[src/rtl/alu_pkg.sv]
// alu_pkg: opcodes, NZCV flag indices and FSM encoding shared by the ALU slice
package alu_pkg;
  localparam logic [3:0] ALU_MOV = 4'b0001;
  localparam logic [3:0] ALU_ADD = 4'b0010;
  localparam logic [3:0] ALU_ADC = 4'b0011;
  localparam logic [3:0] ALU_SUB = 4'b0100;
  localparam logic [3:0] ALU_SBC = 4'b0101;
  localparam logic [3:0] ALU_AND = 4'b0110;
  localparam logic [3:0] ALU_ORR = 4'b0111;
  localparam logic [3:0] ALU_EOR = 4'b1000;
  localparam logic [3:0] ALU_MVN = 4'b1001;
  localparam logic [3:0] ALU_MUL = 4'b1010;
  localparam int FLG_N = 3;
  localparam int FLG_Z = 2;
  localparam int FLG_C = 1;
  localparam int FLG_V = 0;
  typedef enum logic {ST_IDLE, ST_MUL_BUSY} state_e;
endpackage

[src/rtl/alu_iter_mul.sv]
// alu_iter_mul: iterative shift-add multiplier, low WIDTH bits of a_i*b_i
// Ports: clk, rst_n (async, active low); start_i loads a_i/b_i; done_o pulses
//   one cycle with product_o valid, WIDTH cycles after start_i.
// Only built when ALU_MUL_EN is defined.
`ifdef ALU_MUL_EN
module alu_iter_mul
  import alu_pkg::*;
#(
  parameter int WIDTH = 32
) (
  input  logic             clk,
  input  logic             rst_n,
  input  logic             start_i,
  input  logic [WIDTH-1:0] a_i,
  input  logic [WIDTH-1:0] b_i,
  output logic             done_o,
  output logic [WIDTH-1:0] product_o
);
  localparam int CNT_W = $clog2(WIDTH);
  logic [WIDTH-1:0] acc_q, mcand_q, mplier_q;
  logic [CNT_W-1:0] cnt_q;
  logic busy_q, done_q;
  assign done_o = done_q;
  assign product_o = acc_q;
  // one multiplier bit per cycle; done is registered after the last bit lands
  always_ff @(posedge clk or negedge rst_n)
    if (!rst_n) begin
      acc_q <= '0;
      mcand_q <= '0;
      mplier_q <= '0;
      cnt_q <= '0;
      busy_q <= 1'b0;
      done_q <= 1'b0;
    end else if (start_i) begin
      acc_q <= '0;
      mcand_q <= a_i;
      mplier_q <= b_i;
      cnt_q <= '0;
      busy_q <= 1'b1;
      done_q <= 1'b0;
    end else begin
      done_q <= busy_q && cnt_q == CNT_W'(WIDTH - 1);
      if (busy_q) begin
        acc_q <= acc_q + (mplier_q[0] ? mcand_q : '0);
        mcand_q <= mcand_q << 1;
        mplier_q <= mplier_q >> 1;
        cnt_q <= cnt_q + CNT_W'(1);
        busy_q <= cnt_q != CNT_W'(WIDTH - 1);
      end
    end
endmodule
`endif

[src/rtl/alu_pipe_flags.sv]
// alu_pipe_flags: registered, handshaked EXE-stage ALU with an NZCV status register
// Ports: clk, rst_n (async, active low)
//   in_valid/in_ready  : operation inputA, inputB, exeCommand, setStatus
//   out_valid/out_ready: result, statusOut {N,Z,C,V}, illegalOp
// Build option ALU_MUL_EN: opcode 1010 multiplies via alu_iter_mul (WIDTH+1 cycles);
//   without it 1010 is undecoded.
module alu_pipe_flags
  import alu_pkg::*;
#(
  parameter int WIDTH = 32,
  parameter int CMD_W = 4
) (
  input  logic             clk,
  input  logic             rst_n,
  input  logic             in_valid,
  output logic             in_ready,
  input  logic [WIDTH-1:0] inputA,
  input  logic [WIDTH-1:0] inputB,
  input  logic [CMD_W-1:0] exeCommand,
  input  logic             setStatus,
  output logic             out_valid,
  input  logic             out_ready,
  output logic [WIDTH-1:0] result,
  output logic [3:0]       statusOut,
  output logic             illegalOp
);
  state_e state_q, state_d;
  logic out_valid_q, out_valid_d, illegal_q, illegal_d, set_q, set_d;
  logic [WIDTH-1:0] result_q, result_d, b_op, res_c, mul_prod;
  logic [3:0] status_q, status_d, nzcv_c;
  logic [WIDTH:0] sum;
  logic sub_op, cin, ovf, arith, legal, is_mul, accept, mul_done;
  assign in_ready = (state_q == ST_IDLE) & (~out_valid_q | out_ready);
  assign accept = in_valid & in_ready;
  assign out_valid = out_valid_q;
  assign result = result_q;
  assign statusOut = status_q;
  assign illegalOp = illegal_q;
  // subtraction is A + ~B + carry, so C=1 means no borrow and one adder serves all four
  always_comb begin
    sub_op = exeCommand == CMD_W'(ALU_SUB) || exeCommand == CMD_W'(ALU_SBC);
    cin = (exeCommand == CMD_W'(ALU_ADC) || exeCommand == CMD_W'(ALU_SBC)) ? status_q[FLG_C] : sub_op;
    b_op = sub_op ? ~inputB : inputB;
    sum = {1'b0, inputA} + {1'b0, b_op} + {{WIDTH{1'b0}}, cin};
    ovf = (inputA[WIDTH-1] == b_op[WIDTH-1]) & (sum[WIDTH-1] != inputA[WIDTH-1]);
    res_c = '0;
    arith = 1'b0;
    legal = 1'b1;
    is_mul = 1'b0;
    case (exeCommand)
      CMD_W'(ALU_MOV): res_c = inputB;
      CMD_W'(ALU_MVN): res_c = ~inputB;
      CMD_W'(ALU_ADD), CMD_W'(ALU_ADC), CMD_W'(ALU_SUB), CMD_W'(ALU_SBC): begin
        res_c = sum[WIDTH-1:0];
        arith = 1'b1;
      end
      CMD_W'(ALU_AND): res_c = inputA & inputB;
      CMD_W'(ALU_ORR): res_c = inputA | inputB;
      CMD_W'(ALU_EOR): res_c = inputA ^ inputB;
`ifdef ALU_MUL_EN
      CMD_W'(ALU_MUL): is_mul = 1'b1;
`endif
      default: legal = 1'b0;
    endcase
    nzcv_c = {res_c[WIDTH-1], res_c == '0, arith ? {sum[WIDTH], ovf} : status_q[FLG_C:FLG_V]};
  end
`ifdef ALU_MUL_EN
  alu_iter_mul #(.WIDTH(WIDTH)) u_mul (
    .clk      (clk),
    .rst_n    (rst_n),
    .start_i  (accept & is_mul),
    .a_i      (inputA),
    .b_i      (inputB),
    .done_o   (mul_done),
    .product_o(mul_prod)
  );
`else
  assign mul_done = 1'b0;
  assign mul_prod = '0;
`endif
  // a held result drops only when drained; MUL defers result and flags to completion
  always_comb begin
    state_d = state_q;
    out_valid_d = out_valid_q & ~out_ready;
    result_d = result_q;
    status_d = status_q;
    illegal_d = illegal_q;
    set_d = set_q;
    if (state_q == ST_IDLE && accept) begin
      if (is_mul) begin
        state_d = ST_MUL_BUSY;
        set_d = setStatus;
      end else begin
        out_valid_d = 1'b1;
        result_d = res_c;
        illegal_d = ~legal;
        status_d = (legal & setStatus) ? nzcv_c : status_q;
      end
    end else if (state_q == ST_MUL_BUSY && mul_done) begin
      state_d = ST_IDLE;
      out_valid_d = 1'b1;
      result_d = mul_prod;
      illegal_d = 1'b0;
      status_d = set_q ? {mul_prod[WIDTH-1], mul_prod == '0, status_q[FLG_C:FLG_V]} : status_q;
    end
  end
  always_ff @(posedge clk or negedge rst_n)
    if (!rst_n) begin
      state_q <= ST_IDLE;
      out_valid_q <= 1'b0;
      result_q <= '0;
      status_q <= '0;
      illegal_q <= 1'b0;
      set_q <= 1'b0;
    end else begin
      state_q <= state_d;
      out_valid_q <= out_valid_d;
      result_q <= result_d;
      status_q <= status_d;
      illegal_q <= illegal_d;
      set_q <= set_d;
    end
endmodule

[config.mk]
export PLATFORM = sky130hd
export DESIGN_NAME = alu_pipe_flags
export DESIGN_NICKNAME = d
export VERILOG_FILES = /design/src/rtl/alu_pkg.sv /design/src/rtl/alu_iter_mul.sv /design/src/rtl/alu_pipe_flags.sv
export SDC_FILE = /design/constraint.sdc
export NUM_CORES = 1
export LEC_CHECK = 0
export ABC_AREA = 1
export CAP_MARGIN = 10
export CORE_ASPECT_RATIO = 1.75
export CORE_MARGIN = 1
export CORE_UTILIZATION = 60
export DETAILED_ROUTE_END_ITERATION = 12
export PLACE_DENSITY = 0.91
export RECOVER_POWER = 50
export SYNTH_ARGS = -nofsm -noshare
export SYNTH_HDL_FRONTEND = slang
export SYNTH_SLANG_ARGS = --single-unit
[constraint.sdc]
create_clock -name clk -period 6.9 [get_ports clk]
set_input_delay 1.38 -clock clk [delete_from_list [all_inputs] [get_ports clk]]
set_output_delay 1.38 -clock clk [all_outputs]
set_load 0.01 [all_outputs]
==> run_results.csv, run 1 <==
group,metric,value,unit
global_routing,grt_pass1_wl,42500,um
floorplanning,initial_utilization,0.621,
placement,place.gp.congestion,1.07,
global_routing,overflow,1,
clock_network,cts_root_buffer,"clkbuf_16",
yosys,syn_area_per_cell,5.79,sq um
clock_network,h-tree-depth,2,
yosys,ys_seq_area_frac,0.142,
floorplanning,rows,50,
clock_network,ctsResizeCount,0,
global_routing,grtUsageTotal,0.501,
placement,io_buffers,111,
yosys,ys.flop_type,"dfrtp_1",
clock_network,clock_path_buffers,2,
yosys,async_reset_ff_frac,1.00,
floorplanning,fp.dieH,142,um
global_routing,grt_pass1_vias,8020,
yosys,synth_area,0.00668,sq mm
floorplanning,io_pins,112,
clock_network,clock-sinks,38,
outcome,first-error,"[ERROR GRT-0116] Global routing finished with congestion. Check the congestion regions in the DRC Viewer.",
yosys,ys_types,38,
outcome,lastStage,"global routing (5_1_grt)",
global_routing,grt_max_degree,42,
clock_network,postCtsSetupBuffers,0,
placement,post_dp_cell_area,0.00783,sq mm
placement,dp_slack,1560,ps
yosys,synth_seq_cells,38,
clock_network,numCtsBuffers,5,
floorplanning,fp.dieW,81.8,um
clock_network,hold_buffers,0,
placement,place_hpwl,19800,um
yosys,synth_edf_count,0,
yosys,ys_warn_count,0,
yosys,synthesis.nets,1324,
yosys,netlist_instances,1154,
outcome,status,"did not finish",
[cell usage after synthesis, drive strengths merged (16+ instances only)]
master	n	area [sq um]
nand2	395	1490
ha	95	1190
nand3	73	365
dfrtp	38	951
xor2	32	280
buf	17	120
nor2	104	405
a211oi	16	125
a31oi	25	156
inv	221	830
o21ai	61	305
a21oi	26	130
[metal layers]
layer  GRT overflow  global-route usage
met3              0               0.188
met2              0               0.774
met4              1               0.480
met1              0               0.494
met5              0              0.0381
[cells by family after synthesis]
| family | share of synthesized area |
|---|---|
| AO/OA/AOI/OAI | 0.112 |
| XOR/XNOR | 0.0420 |
| adder cells (fa/ha/maj) | 0.184 |
| buffers and inverters | 0.148 |
| flip-flops | 0.142 |
| AND/OR/NAND/NOR | 0.372 |
[metrics by stage]
step,util,cells,hold slack [ps]
2_1_floorplan,-,1154,513
3_3_place_gp,0.728,1374,469
3_5_place_dp,0.728,1374,481
4_1_cts,0.742,1382,495
==> inputs of run 2 (changes only) <==
--- a/config.mk
+++ b/config.mk
@@ -7,11 +7,10 @@
 export LEC_CHECK = 0
 export ABC_AREA = 1
 export CAP_MARGIN = 10
-export CORE_ASPECT_RATIO = 1.75
 export CORE_MARGIN = 1
-export CORE_UTILIZATION = 60
+export CORE_UTILIZATION = 40
 export DETAILED_ROUTE_END_ITERATION = 12
-export PLACE_DENSITY = 0.91
+export PLACE_DENSITY_LB_ADDON = 0.15
 export RECOVER_POWER = 50
 export SYNTH_ARGS = -nofsm -noshare
 export SYNTH_HDL_FRONTEND = slang
==> run_results.csv, run 2 <==
group,metric,value,unit
timing,fin_tns_setup,0,ps
floorplanning,die-area,0.0172,sq mm
clock_network,clock_path_buffers,2,
power,intPower,660,uW
layout,diodes,0,
yosys,ys_warn_count,0,
drt,routed_via_density,5.02,
power,p_leak,0.00450,uW
global_routing,grt_max_degree,39,
yosys,synthTopCellsByArea,"nand2_1 (22%), ha_1 (18%), dfrtp_1 (14%), inv_1 (12%), nor2_1 (5.6%)",
worst_hold_path,min-delay-path-class,"reg2reg",
floorplanning,io_pins,112,
critical_path,slowest_delay,520,ps
power,swShare,0.430,
clock_network,cts_root_buffer,"clkbuf_16",
layout,nNetsFinal,1423,
critical_path,path_max_fanout,18,
yosys,synth_edf_count,0,
global_routing,grt_pass1_vias,6584,
floorplanning,initial_utilization,0.415,
power,p_seq_frac,0.249,
critical_path,cp-end-kind,"flip-flop",
global_routing,met2_usage,0.394,
layout,synthToLayoutAreaGrowth,21.2,%
drt,ant_nets,0,
drt,drt_first_pass_iters,5,
floorplanning,fp.dieW,131,um
timing,rsz0062_at_grt,"no",
yosys,synth_common_cells,"nand2_1 (391), inv_1 (215), nor2_1 (100)",
clock_network,hold_buffers,0,
timing,max_slew_margin,-0.396,
clock_network,ctsResizeCount,0,
timing,fin_hold_ws,478,ps
yosys,netlist_instances,1154,
critical_path,cp-start-kind,"input pin",
floorplanning,core,0.0161,sq mm
yosys,async_reset_ff_frac,1.00,
global_routing,met1_usage,0.392,
outcome,violations,"max-capacitance violations, max-slew violations",
global_routing,antenna_found_initial,0,
yosys,ys_types,38,
yosys,ys.flop_type,"dfrtp_1",
global_routing,grtUsageTotal,0.261,
critical_path,crit_top_cell,"nand2_1",
timing,report.final.slew_viol_count,39,
layout,largest_reg_flops,32,
power,powerDensity,143,mW/mm^2
timing,final.setup_skew,8.27,ps
drt,drt-initial-drc-count,533,
clock_network,h-tree-depth,2,
power,ir_worst_vdd,0.123,mV
layout,layout_common_cells,"nand2_1 (391), inv_1 (215), nor2_1 (99)",
critical_path,crit_required,7130,ps
yosys,synth_top_area_cell,"nand2_1",
power,combPwrFrac,0.549,
drt,drcViolationCount,0,
clock_network,cts_tree,"built",
yosys,syn_area_per_cell,5.79,sq um
layout,final_common_cell,"nand2_1",
critical_path,cp.arrival,5220,ps
timing,fin_crit_sh,0.723,
outcome,status,"complete, but fails checks",
floorplanning,rows,46,
power,p_switching,498,uW
critical_path,crit_slowest_cell,"clkdlybuf4s50_1",
global_routing,grt_util_met3,0.0285,
drt,wl_per_cell,15.3,um
critical_path,worstSetupPathType,"in2reg",
yosys,synth_top_area_share,0.220,
drt,wl,22600,um
yosys,synth_seq_cells,38,
flow_run,cap_violations,1,
placement,place.gp.congestion,0.926,
power,p_clk_frac,0.203,
clock_network,numCtsBuffers,5,
clock_network,clock-sinks,38,
global_routing,top_usage_layer,"met2",
layout,layout-drive-gt1-share,0.0255,
timing,hold_viol,0,
yosys,synth.most_common_cell,"nand2_1",
global_routing,overflow,0,
yosys,synthesis.nets,1324,
drt,vias,7378,
timing,fmax,200,MHz
placement,io_buffers,111,
global_routing,grt_pass1_wl,35500,um
clock_network,postCtsSetupBuffers,0,
floorplanning,fp.dieH,131,um
timing,worstMarginPinSlew,2090,ps
yosys,synth_area,0.00668,sq mm
timing,final-setup-viol-count,0,
clock_network,clk_pin_slew,60,ps
clock_network,insertion_delay,290,ps
placement,place_hpwl,18300,um
yosys,ys_seq_area_frac,0.142,
timing,period_minus_slack,4990,ps
run 2: cell counts after synthesis:
Identical to the previous run, type by type.
run 2: power groups by stage:
stage                     Combinational [uW]  Sequential, uW  Clock (uW)
after floorplan                          362             305           0
after global routing                     711             293         246
after global placement                   631             292           0
after detailed placement                 636             293           0
after CTS                                638             289         237
final                                    636             288         235
run 2: logic make-up (layout without fill, tap and decap cells):
logic type / after synthesis / count (layout) / synth area share
xor gates and xnor gates: 32 / 32 / 0.0420
adders and majority gates: 97 / 97 / 0.184
buffers and inverters: 247 / 347 / 0.148
and+or+nand+nor: 608 / 608 / 0.372
DFF: 38 / 38 / 0.142
AOI/OAI and AO/OA: 132 / 132 / 0.112
run 2: per-layer routing:
layer  up-vias  share of wire
met5         -              0
met1      3352           0.52
li1       3792              -
met3        23          0.058
met4         0          0.014
met2       211           0.41
run 2: worst max-delay path, delay by kind of cell:
kind	cells	cell delay, ps
compound gates	1	250
simple gates	18	1940
buf+inv	5	890
fa+ha+maj	2	770
run 2: final timing paths:
kind,startpoint,endpoint,slack [ps],cells past startpoint
min in group asynchronous,rst_n,result[4],1700,1
max in group asynchronous,rst_n,result[8],4000,1
worst min-delay path,result[6],result[6],480,2
worst max register to register,statusOut[1],statusOut[2],3820,22
worst max-delay path,exeCommand[1],statusOut[2],1910,26
worst min register to register,result[6],result[6],480,2
run 2: cell type report:
cell class / instances / area [sq um]
Clock inverter: 2 / 12.5
Clock buffer: 6 / 139
Sequential cell: 38 / 951
Multi-Input combinational cell: 869 / 4750
Fill cell: 1757 / 8020
Timing Repair Buffer: 116 / 1140
Tap cell: 216 / 270
Inverter: 223 / 838
run 2: through the flow:
| stage | area, sq um | instances | utilization | setup WS (ps) | total power, uW |
|---|---|---|---|---|---|
| 2_1_floorplan | 6680 | 1154 | - | 3030 | 667 |
| 3_3_place_gp | 7950 | 1462 | 0.493 | 1730 | 923 |
| 3_5_place_dp | 7950 | 1462 | 0.493 | 1650 | 928 |
| 4_1_cts | 8100 | 1470 | 0.503 | 1920 | 1160 |
| 5_1_grt | 8100 | 1470 | 0.503 | 1520 | 1250 |
| 6_report | 8100 | 1470 | 0.503 | 1910 | 1160 |
(Power assumes the default switching activity.)
==> inputs of run 3 (changes only) <==
==> constraint.sdc (replaced) <==
create_clock -name clk -period 4.47 [get_ports clk]
set_input_delay 0.894 -clock clk [delete_from_list [all_inputs] [get_ports clk]]
set_output_delay 0.894 -clock clk [all_outputs]
set_load 0.01 [all_outputs]
==> run_results.csv, run 3 (synthesis results as in run 2) <==
group,metric,value,unit
outcome,status,"complete, but fails checks",
outcome,violations,"max-capacitance violations, max-slew violations",
power,p_switching,769,uW
drt,drt_first_pass_iters,5,
timing,report.final.slew_viol_count,39,
clock_network,clock_path_buffers,2,
clock_network,clock-sinks,38,
floorplanning,rows,46,
layout,synthToLayoutAreaGrowth,22.1,%
flow_run,cap_violations,1,
drt,routed_via_density,5.05,
timing,hold_viol,0,
drt,drcViolationCount,0,
power,combPwrFrac,0.535,
floorplanning,core,0.0161,sq mm
placement,place_hpwl,18500,um
timing,fin_crit_sh,0.894,
clock_network,ctsResizeCount,0,
clock_network,h-tree-depth,2,
drt,wl_per_cell,15.5,um
critical_path,crit_slowest_cell,"clkdlybuf4s50_1",
clock_network,postCtsSetupBuffers,0,
drt,ant_nets,0,
timing,fin_tns_setup,0,ps
layout,nNetsFinal,1427,
layout,diodes,0,
global_routing,grt_pass1_vias,6726,
clock_network,cts_tree,"built",
placement,io_buffers,111,
timing,worstMarginPinSlew,2100,ps
timing,final.setup_skew,6.14,ps
layout,final_common_cell,"nand2_1",
drt,wl,22800,um
critical_path,crit_required,4690,ps
layout,largest_reg_flops,32,
layout,layout-drive-gt1-share,0.0278,
clock_network,cts_root_buffer,"clkbuf_16",
timing,period_minus_slack,3990,ps
layout,layout_common_cells,"nand2_1 (391), inv_1 (215), nor2_1 (99)",
floorplanning,fp.dieW,131,um
critical_path,cp.arrival,4220,ps
power,p_seq_frac,0.243,
floorplanning,die-area,0.0172,sq mm
floorplanning,io_pins,112,
power,intPower,1080,uW
critical_path,cp-start-kind,"input pin",
drt,vias,7439,
critical_path,path_max_fanout,32,
global_routing,grt_max_degree,39,
global_routing,overflow,0,
global_routing,grt_pass1_wl,36700,um
timing,max_slew_margin,-0.400,
worst_hold_path,min-delay-path-class,"reg2reg",
power,powerDensity,226,mW/mm^2
critical_path,critPathBufInv,5,
clock_network,hold_buffers,0,
power,swShare,0.417,
clock_network,clk_pin_slew,60,ps
critical_path,critPathTopFamily,"simple AND/OR/NAND/NOR gates",
placement,place.gp.congestion,0.936,
critical_path,worstSetupPathType,"in2reg",
power,p_leak,0.00453,uW
timing,fmax,250,MHz
power,ir_worst_vdd,0.220,mV
layout,fin_area,0.00816,sq mm
clock_network,insertion_delay,280,ps
global_routing,grtUsageTotal,0.268,
critical_path,slowest_delay,520,ps
drt,drt-initial-drc-count,570,
critical_path,cp-end-kind,"flip-flop",
layout,fillerInstances,1742,
clock_network,numCtsBuffers,5,
power,p_clk_frac,0.222,
floorplanning,fp.dieH,131,um
critical_path,crit_top_cell,"nand2_1",
placement,post_dp_cell_area,0.00799,sq mm
timing,final-setup-viol-count,0,
global_routing,antenna_found_initial,0,
floorplanning,initial_utilization,0.415,
timing,rsz0062_at_grt,"no",
run 3: cell count changes in the layout (fill, tap and decap cells not counted), sizes merged:
cell / change
buf: +4
bufinv: +1
clkinvlp: -1
clkinv: -1
run 3: metal layers:
layer / vias to the layer above / track usage / part of all wire
met2: 238 / 0.408 / 0.42
met3: 11 / 0.0216 / 0.063
li1: 3798 / - / -
met1: 3392 / 0.412 / 0.51
met5: - / 0 / 0
met4: 0 / 0.0386 / 0.0086
run 3: area by class of cell:
class	count	area, sq um	area share
multi-input combinational	869	4750	0.582
inverter	223	838	0.103
timing repair buffer	120	1180	0.145
clock buffer	6	139	0.0170
tap	216	270	0.0331
sequential	38	951	0.117
clock inverter	1	30.0	0.00368
run 3: path summary, 6_finish.rpt:
check	from	end	slack [ps]	depth (start not counted)
max in group asynchronous	rst_n	result[11]	2050	1
hold / removal	result[31]	result[31]	480	2
hold reg to reg	result[31]	result[31]	480	2
min in group asynchronous	rst_n	result[2]	1220	1
setup reg to reg	statusOut[1]	statusOut[2]	1570	20
setup / recovery	exeCommand[1]	statusOut[2]	480	25
run 3: stage by stage:
stage | setup slack, ps | utilization | cells | power [uW] | hold WS, ps
floorplan | 1080 | - | 1154 | 1030 | 513
global placement | 299 | 0.496 | 1466 | 1440 | 471
detailed placement | 224 | 0.496 | 1466 | 1440 | 477
CTS | 471 | 0.506 | 1473 | 1850 | 491
global route | 57.8 | 0.506 | 1473 | 1990 | 516
finish | 476 | 0.506 | 1473 | 1850 | 483
run 3: tightest hold or removal path, stage by stage, from the launching register on:
cell and delay [ps]:
dfrtp_1 340, nand2_1 50, o21ai_0 50
run 3: power groups by stage:
stage / Sequential (uW) / Clock (uW) / Combinational [uW]
floorplan: 471 / 0 / 559
global placement: 452 / 0 / 983
detailed placement: 454 / 0 / 986
CTS: 449 / 411 / 992
global route: 455 / 426 / 1110
finish: 448 / 410 / 989
